==> src/rtl/reset_sequencer.sv <==
// Purpose: releases NUM_STAGES reset domains one at a time, in ascending order, once the PLL is stably locked.
// Latency: stage 0 releases LOCK_FILTER+STAGE_DELAY cycles after lock; each later stage STAGE_DELAY cycles after the previous ack.
// Backpressure: waits on stage_ready of the current stage for up to TIMEOUT cycles, then faults until soft_req.
//
// Ports:
//   clk          system clock
//   res_n        asynchronous active-low reset
//   pll_locked   PLL lock indication, filtered before sequencing starts
//   soft_req     one-cycle pulse that restarts the whole sequence (also clears a fault)
//   stage_ready  per-stage acknowledge, only the bit of the stage being sequenced is looked at
//   stage_rst_n  registered per-stage active-low resets
//   seq_done     every stage released and acknowledged
//   seq_fault    sticky acknowledge-timeout flag
//   fault_stage  index of the stage that timed out
//   busy         sequencing in progress (WAIT_LOCK, HOLD, WAIT_ACK)
module reset_sequencer #(
  parameter int NUM_STAGES  = 4,
  parameter int LOCK_FILTER = 16,
  parameter int STAGE_DELAY = 255,
  parameter int TIMEOUT     = 4095
) (
  input  logic                          clk,
  input  logic                          res_n,
  input  logic                          pll_locked,
  input  logic                          soft_req,
  input  logic [NUM_STAGES-1:0]         stage_ready,
  output logic [NUM_STAGES-1:0]         stage_rst_n,
  output logic                          seq_done,
  output logic                          seq_fault,
  output logic [$clog2(NUM_STAGES)-1:0] fault_stage,
  output logic                          busy
);

  localparam int IDX_W = $clog2(NUM_STAGES);
  localparam int LF_W  = $clog2(LOCK_FILTER + 1);

  // Terminal counts: a counter holding N-1 on an edge means N cycles have elapsed.
  localparam logic [IDX_W-1:0] LAST_IDX = IDX_W'(NUM_STAGES - 1);
  localparam logic [LF_W-1:0]  LF_LAST  = LF_W'(LOCK_FILTER - 1);
  localparam logic [11:0]      DLY_LAST = 12'(STAGE_DELAY - 1);
  localparam logic [11:0]      TO_LAST  = 12'(TIMEOUT - 1);

  typedef enum logic [2:0] {
    S_IDLE,
    S_WAIT_LOCK,
    S_HOLD,
    S_WAIT_ACK,
    S_DONE,
    S_FAULT
  } state_e;

  state_e                  state_q;
  logic [IDX_W-1:0]        idx_q;
  logic [11:0]             dly_cnt_q;
  logic [LF_W-1:0]         lock_cnt_q;
  logic [NUM_STAGES-1:0]   stage_rst_n_q;
  logic                    seq_done_q;
  logic                    seq_fault_q;
  logic [IDX_W-1:0]        fault_stage_q;
  logic                    busy_q;

  logic [11:0]             dly_cnt_d;
  logic [LF_W-1:0]         lock_cnt_d;
  logic                    cur_ready;
  logic                    soft_restart;
  logic                    lock_lost;

  always_comb begin
    // Saturating increments: the counters never wrap back to zero.
    dly_cnt_d    = (dly_cnt_q == 12'hFFF) ? dly_cnt_q : dly_cnt_q + 12'd1;
    lock_cnt_d   = (lock_cnt_q == '1) ? lock_cnt_q : lock_cnt_q + LF_W'(1);
    cur_ready    = stage_ready[idx_q];
    soft_restart = soft_req && (state_q != S_IDLE);
    // FAULT deliberately ignores the PLL; only soft_req leaves it.
    lock_lost    = !pll_locked &&
                   ((state_q == S_HOLD) || (state_q == S_WAIT_ACK) || (state_q == S_DONE));
  end

  always_ff @(posedge clk or negedge res_n) begin
    if (!res_n) begin
      state_q       <= S_IDLE;
      idx_q         <= '0;
      dly_cnt_q     <= '0;
      lock_cnt_q    <= '0;
      stage_rst_n_q <= '0;
      seq_done_q    <= 1'b0;
      seq_fault_q   <= 1'b0;
      fault_stage_q <= '0;
      busy_q        <= 1'b0;
    end else if (soft_restart) begin
      // Takes priority over a simultaneous lock loss; also the only exit from FAULT.
      state_q       <= S_WAIT_LOCK;
      idx_q         <= '0;
      dly_cnt_q     <= '0;
      lock_cnt_q    <= '0;
      stage_rst_n_q <= '0;
      seq_done_q    <= 1'b0;
      seq_fault_q   <= 1'b0;
      fault_stage_q <= '0;
      busy_q        <= 1'b1;
    end else if (lock_lost) begin
      state_q       <= S_WAIT_LOCK;
      idx_q         <= '0;
      dly_cnt_q     <= '0;
      lock_cnt_q    <= '0;
      stage_rst_n_q <= '0;
      seq_done_q    <= 1'b0;
      busy_q        <= 1'b1;
    end else begin
      case (state_q)
        S_IDLE: begin
          state_q <= S_WAIT_LOCK;
          busy_q  <= 1'b1;
        end
        S_WAIT_LOCK: begin
          if (!pll_locked) begin
            lock_cnt_q <= '0;
          end else if (lock_cnt_q == LF_LAST) begin
            state_q    <= S_HOLD;
            idx_q      <= '0;
            dly_cnt_q  <= '0;
            lock_cnt_q <= '0;
          end else begin
            lock_cnt_q <= lock_cnt_d;
          end
        end
        S_HOLD: begin
          if (dly_cnt_q == DLY_LAST) begin
            stage_rst_n_q[idx_q] <= 1'b1;
            state_q              <= S_WAIT_ACK;
            dly_cnt_q            <= '0;
          end else begin
            dly_cnt_q <= dly_cnt_d;
          end
        end
        S_WAIT_ACK: begin
          if (cur_ready) begin
            dly_cnt_q <= '0;
            if (idx_q == LAST_IDX) begin
              state_q    <= S_DONE;
              seq_done_q <= 1'b1;
              busy_q     <= 1'b0;
            end else begin
              idx_q   <= idx_q + IDX_W'(1);
              state_q <= S_HOLD;
            end
          end else if (dly_cnt_q == TO_LAST) begin
            state_q       <= S_FAULT;
            seq_fault_q   <= 1'b1;
            fault_stage_q <= idx_q;
            stage_rst_n_q <= '0;
            busy_q        <= 1'b0;
            dly_cnt_q     <= '0;
          end else begin
            dly_cnt_q <= dly_cnt_d;
          end
        end
        S_DONE: begin
          // Later drops of stage_ready are ignored; only lock loss or soft_req leave DONE.
        end
        S_FAULT: begin
        end
        default: begin
          state_q       <= S_IDLE;
          stage_rst_n_q <= '0;
          seq_done_q    <= 1'b0;
          busy_q        <= 1'b0;
        end
      endcase
    end
  end

  assign stage_rst_n = stage_rst_n_q;
  assign seq_done    = seq_done_q;
  assign seq_fault   = seq_fault_q;
  assign fault_stage = fault_stage_q;
  assign busy        = busy_q;

endmodule

==> config.mk <==
export PLATFORM = sky130hd
export DESIGN_NAME = reset_sequencer
export DESIGN_NICKNAME = d
export VERILOG_FILES = /design/src/rtl/reset_sequencer.sv
export SDC_FILE = /design/constraint.sdc
export NUM_CORES = 1
export LEC_CHECK = 0
export BUFFER_PORTS_ARGS = -buffer_cell sky130_fd_sc_hd__buf_4
export CORE_MARGIN = 3
export CORE_UTILIZATION = 60
export CTS_CLUSTER_SIZE = 12
export DETAILED_ROUTE_END_ITERATION = 10
export GPL_TIMING_DRIVEN = 0
export PLACE_DENSITY_LB_ADDON = 0.08
export SYNTH_ARGS = -nofsm -noshare
export SYNTH_HDL_FRONTEND = slang
export SYNTH_SLANG_ARGS = --single-unit
==> constraint.sdc <==
create_clock -name clk -period 2.65 [get_ports clk]
set_clock_uncertainty 0.2 [all_clocks]
set_input_delay 0.265 -clock clk [delete_from_list [all_inputs] [get_ports clk]]
set_output_delay 0.265 -clock clk [all_outputs]
set_load 0.01 [all_outputs]
# --- Yosys cells after proc, flatten, opt, wreduce, memory -nomap -nowiden ---
# Index checks and enable logic that the tools add are counted.
classes:
  n_bitwise: 1
  reduce_logical: 25
  n_lt_le_gt_ge: 2
  eq_ne: 28
  muxes: 62
  n_addsub: 3
op_table:
  columns: ["cell", "n"]
  rows:
  - ["12-bit 2-to-1 mux", 8]
  - ["12-bit case mux with 3 select lines", 1]
  - ["5-bit 2-to-1 mux", 6]
  - ["12-bit == test (second input constant)", 2]
  - ["3-bit 2-to-1 mux", 8]
  - ["2-bit 2-to-1 mux", 11]
  - ["4-bit 2-to-1 mux", 5]
  - ["4-bit != test (second input constant)", 5]
  - ["1-bit 2-to-1 mux", 16]
  - ["5-bit by 4-bit != test with 1-bit output (second input constant)", 3]
  - ["3-bit case mux with 5 select lines", 1]
  - ["12-bit by 1-bit adder with 12-bit output (second input constant)", 1]
  - ["12-bit by 8-bit == test with 1-bit output (second input constant)", 1]
  - ["3-bit by 1-bit != test with 1-bit output (second input constant)", 4]
  - ["4-bit by 3-bit != test with 1-bit output (second input constant)", 3]
  - ["4-bit case mux with 3 select lines", 1]
  - ["5-bit AND reduction", 2]
  - ["3-bit AND reduction", 3]
  - ["4-bit AND reduction", 2]
  - ["4-bit OR reduction", 2]
  - ["3-bit by 2-bit == test with 1-bit output (second input constant)", 2]
  - ["3-bit == test (second input constant)", 2]
  - ["3-bit nonzero test", 2]
  - ["5-bit by 1-bit adder with 5-bit output (second input constant)", 1]
  - ["25 further kinds", 29]
totals:
  output_inout_bits: 9
  inputBits: 8
  wordCells: 130
  reg_bits: 31

# --- Logic depth before layout (Yosys ltp) ---
logic_depth:
  depth_word: 9
  mapped_depth: 8
  depth_no_buf: 7

# --- Least setup slack after synthesis ---
# No wires, ideal clock.
synth_path:
  path_kind: "reg2reg"
  startpoint: "register dly_cnt_q[0]"
  endpoint: "register stage_rst_n_q[0], in the netlist stage_rst_n[0]"
  period_less_slack_ns: 2.221
  n_path_buf: 0
  arrival_time_ns: 1.934
  t_required_ns: 2.363
  path_stages_with_launch: 8
  setup_time_ns: 0.087
  slack_ns: 0.429
  path_cell_list: "dfrtp_1 > inv_1 > ha_1 > or4b_4 > nor4_4 > nor4_1 > or3_4 > a211oi_2"
synth_via:
  elab_chain_cells: 3
  elab_cells_between_ends: 5
  cone_classes: "eq/ne: 4; reduce/logical: 1"
synth_rtl:
  columns: ["item", "line", "rtl"]
  rows:
  - ["start: declaration", "54", "logic [11:0] dly_cnt_q;"]
  - ["start signal: assignment", "133", "dly_cnt_q <= dly_cnt_d;"]
  - ["start signal: assignment", "155", "dly_cnt_q <= dly_cnt_d;"]
  - ["12-bit == test / 12-bit by 8-bit == test with 1-bit output (equally long branches)", "147, 128", null]
  - ["4-bit by 3-bit != test with 1-bit output (no line)", null, null]
  - ["4-bit AND reduction (no line) (*)", null, null]
  - ["end signal: indexed assignment", "129", "stage_rst_n_q[idx_q] <= 1'b1;"]
  - ["end signal: assignment", "151", "stage_rst_n_q <= '0;"]
  - ["end signal: assignment", "165", "stage_rst_n_q <= '0;"]
  - ["end: declaration", "56", "logic [NUM_STAGES-1:0] stage_rst_n_q;"]
# Mark *: on every way between the ends. The rest lies on a longest branch, timed or not.
# A chain may end at the register's enable or synchronous reset.

# --- Worst setup path in the final report ---
layout_path:
  startpoint: "register dly_cnt_q[0]"
  endpoint: "register state_q[0]"
layout_via:
  elab_chain_cells: 3
  elab_cells_between_ends: 5
  cone_classes: "eq/ne: 4; reduce/logical: 1"
layout_rtl:
  columns: ["item", "line", "rtl"]
  rows:
  - ["12-bit == test / 12-bit by 8-bit == test with 1-bit output (equally long branches)", "147, 128", null]
  - ["5-bit by 4-bit != test with 1-bit output (no line) / 4-bit by 3-bit != test with 1-bit output (equally long branches)", null, null]
  - ["5-bit AND reduction (no line) (*)", null, null]
  - ["end signal: assignment", "145", "state_q <= S_HOLD;"]
  - ["end signal: assignment", "148", "state_q <= S_FAULT;"]
  - ["end signal: assignment", "164", "state_q <= S_IDLE;"]
  - ["end: declaration", "52", "state_e state_q;"]
# Marked as above.

==> key figures <==
Run status
  • Status: complete, no violations

Floorplanning
  • Die H: roughly 65 µm
  • Chip Width: between 60 and 70 µm
  • Die ar.: around 4200 µm²
  • Initial Util: about two thirds
  • # IOs: 17
  • Core area: approximately 3200 µm²
  • Placement Rows: 20

Yosys
  • Yosys cell types: 49
  • Number of synthesized flops with an enable pin: 0
  • Post-Synth Simple-Gate Area: 26.5%
  • Post-synth top area share: between 30 and 40%
  • #FFs+latches synth: 31
  • Synth Flop Type: dfrtp_1
  • Syn nets: around 260
  • Top cells by area, synth: dfrtp_1, nand3_1, ha_1
  • Mux share of post-synthesis cell area: under 10%
  • Synth Instances: approximately 240
  • Mean Syn Cell Area: 8.62 µm²
  • Synth Area in Adders: under 10%
  • Area leader, netlist: dfrtp_1
  • Most common cell in the synthesized netlist: dfrtp_1
  • Yosys Warn Count: 0
  • Mapped cell area: about 2100 µm²
  • Largest family of logic cells by synthesized area: simple AND/OR/NAND/NOR gates
  • Post-synthesis xor/xnor area fraction: 0%
  • Post-synth top cells: dfrtp_1, nand2_1, nand3_1
  • Sequential area share after synthesis: between 30% and 40%
  • Async SR Flop Fraction: 100%
  • Synth Area in Compound Gates: between 20% and 30%

Placement
  • Dpl hpwl: approximately 3.3 mm
  • Final Wtd Congestion: roughly 0.90
  • Port bufs: 16
  • DP Area: 2260 µm²
  • Worst slack at placement: ~0.24 ns

Cells and area
  • Util after Layout: roughly three quarters
  • Share of cells above drive strength 1: a little over an eighth
  • Diode count: 0
  • Area Overhead vs Synth: 12.2%
  • # nets final: about 280
  • Fillers: 244
  • Design Area, Final: about 2300 µm²
  • Storage cell area: 776 µm²
  • Area occupied by multi-input gates: approximately 1200 µm²

Power
  • Cell Pwr Density: 668 nW/µm²
  • Peak VDD IR: approximately 0.38 mV
  • Cell leakage power: roughly 0.00099 µW

STA
  • RSZ-0062 raised after global routing: false
  • Worst hold slack: about 0.18 ns
  • Fin worst setup slack: roughly 0.21 ns
  • Final setup viols: 0
  • Worst Tran Pin Value: around 0.52 ns
  • Max Slew Vio Count: 0
  • Final min period: 2.44 ns
  • Relative slew slack: between 60% and 70%
  • Fin Setup TNS: 0 ns
  • Final hold vios: 0
  • Fin crit share: between 90 and 100%
  • Fmax achieved: approximately 410 MHz

Global route
  • Antenna violations before repair: 0
  • Largest net degree at the start of global routing: 32
  • Grt met3 use: ~4.9%
  • Gr usage total: between 20 and 25%
  • GR Util met2: 36.4%
  • Gr busiest metal: met2
  • First-pass GRT wire length: about 8.2 mm
  • GR Util met1: roughly 36%
  • Grt total ovfl: 0
  • Vias in the first global route: roughly 1800

Critical path
  • CP Max Fanout: 4
  • WP data arrival: 2.51 ns
  • Setup CP Type: reg2reg
  • Worst EP required: approximately 2.7 ns
  • Nature of the critical path startpoint: flop
  • Critical Path Sink Type: flop

Route
  • ANT nets after route: 0
  • Total number of vias: approximately 1900
  • WL final: 4.65 mm
  • Wire length per cell: 14.9 µm
  • Drt first-iter violations: ~140
  • Vias per std cell: 6.14
  • Detailed Routing Iterations Pass 1: 4
  • DRC Markers: 0

CTS
  • CTS Buf Count: 5
  • Clk slew on worst S/H paths: around 0.10 ns
  • Resize count post-CTS: 0
  • Post-CTS Setup Inserts: 0
  • Clk Latency, worst-skew pair: about 0.34 ns
  • H-tree levels: 2
  • CTS root buffer: clkbuf_4
  • Hold_buf cts: 1
  • CTS Sinks: 31
  • Max clock buf depth: 2
  • CTS tree: built

Hold path
  • Type of the worst min-delay path: in2reg

Job
  • Maxcap violations: 0
[cells by family (layout without fill, tap and decap cells)]
kind of cell,after synthesis,in the layout
mux,7,7
fa+ha+maj,7,7
simple gates,99,99
compound gates,68,68
buf+inv,30,55
flops,31,31
[state kept, by name (all words and copies together), names as in the netlist]
name	flops
busy	1
dly_cnt_q	12
fault_stage	2
idx_q	2
lock_cnt_q	5
seq_done	1
seq_fault	1
stage_rst_n	4
state_q	3
[final timing paths]
check	depth (start not counted)	endpoint	start	slack [ns]
max	7	state_q[0]	dly_cnt_q[0]	0.21
max in group asynchronous	2	dly_cnt_q[2]	res_n	1.77
max reg2reg	7	state_q[0]	dly_cnt_q[0]	0.21
min in group asynchronous	2	lock_cnt_q[0]	res_n	0.19
min	3	lock_cnt_q[2]	soft_req	0.18
min reg2reg	2	fault_stage[1]	fault_stage[1]	0.32
[cells in the final DEF (no fill, tap or decap), types with 2 or more instances in the layout]
master    netlist  final
dfrtp_1        31     31
nand2_1        18     18
nand3_1        18     18
inv_1          16     16
buf_4           0     16
nor2_1         15     15
o21ai_0        14     14
a21oi_1        13     13
clkbuf_1       10     11
a31oi_1        10     10
nand4_1         9      9
nor2b_1         8      8
and3_1          8      8
ha_1            7      7
mux2i_1         6      6
nor3_1          5      5
a22o_1          5      5
clkbuf_4        0      5
o22ai_1         4      4
a211oi_2        4      4
and4_1          3      3
and2_1          3      3
buf_1           2      2
buf_2           2      2
a32oi_1         2      2
a211oi_1        2      2
nand2b_1        2      2
o31ai_1         2      2
clkbuf_8        0      2
[layout make-up]
cell class                      count  area share, %
Sequential cell                    31           33.2
Tap cell                           44           2.35
Clock buffer                        8           2.94
Multi-Input combinational cell    181           51.1
Inverter                           16           2.57
Timing Repair Buffer               17           5.56
Buffer                             14           2.35
[power by group]
group / switching [µW] / leakage, µW / internal (µW)
clock: 162 / 0.0000386 / 156
sequential: 49.6 / 0.000421 / 524
combinational: 415 / 0.000533 / 257
total: 627 / 0.000992 / 936
[per-layer routing]
metal	part of all wire, %	vias to the layer above
met3	4.9	6
met1	50	897
met4	0.95	0
li1	-	951
met2	44	54
met5	0	-
[through the flow]
stage	std cells	power [µW]
finish	311	1560
global route	311	1680
CTS	311	1570
detailed placement	302	1250
global placement	302	1230
floorplan	242	1080
[critical path: stages, from the launching register on]
cell and delay [ns]:
dfrtp_1 0.43, inv_1 0.08, ha_1 0.16, or4b_4 0.48
nor4_4 0.21, nor4_1 0.12, a211oi_1 0.48, mux2i_1 0.23
Power figures use the tool's default switching activity.
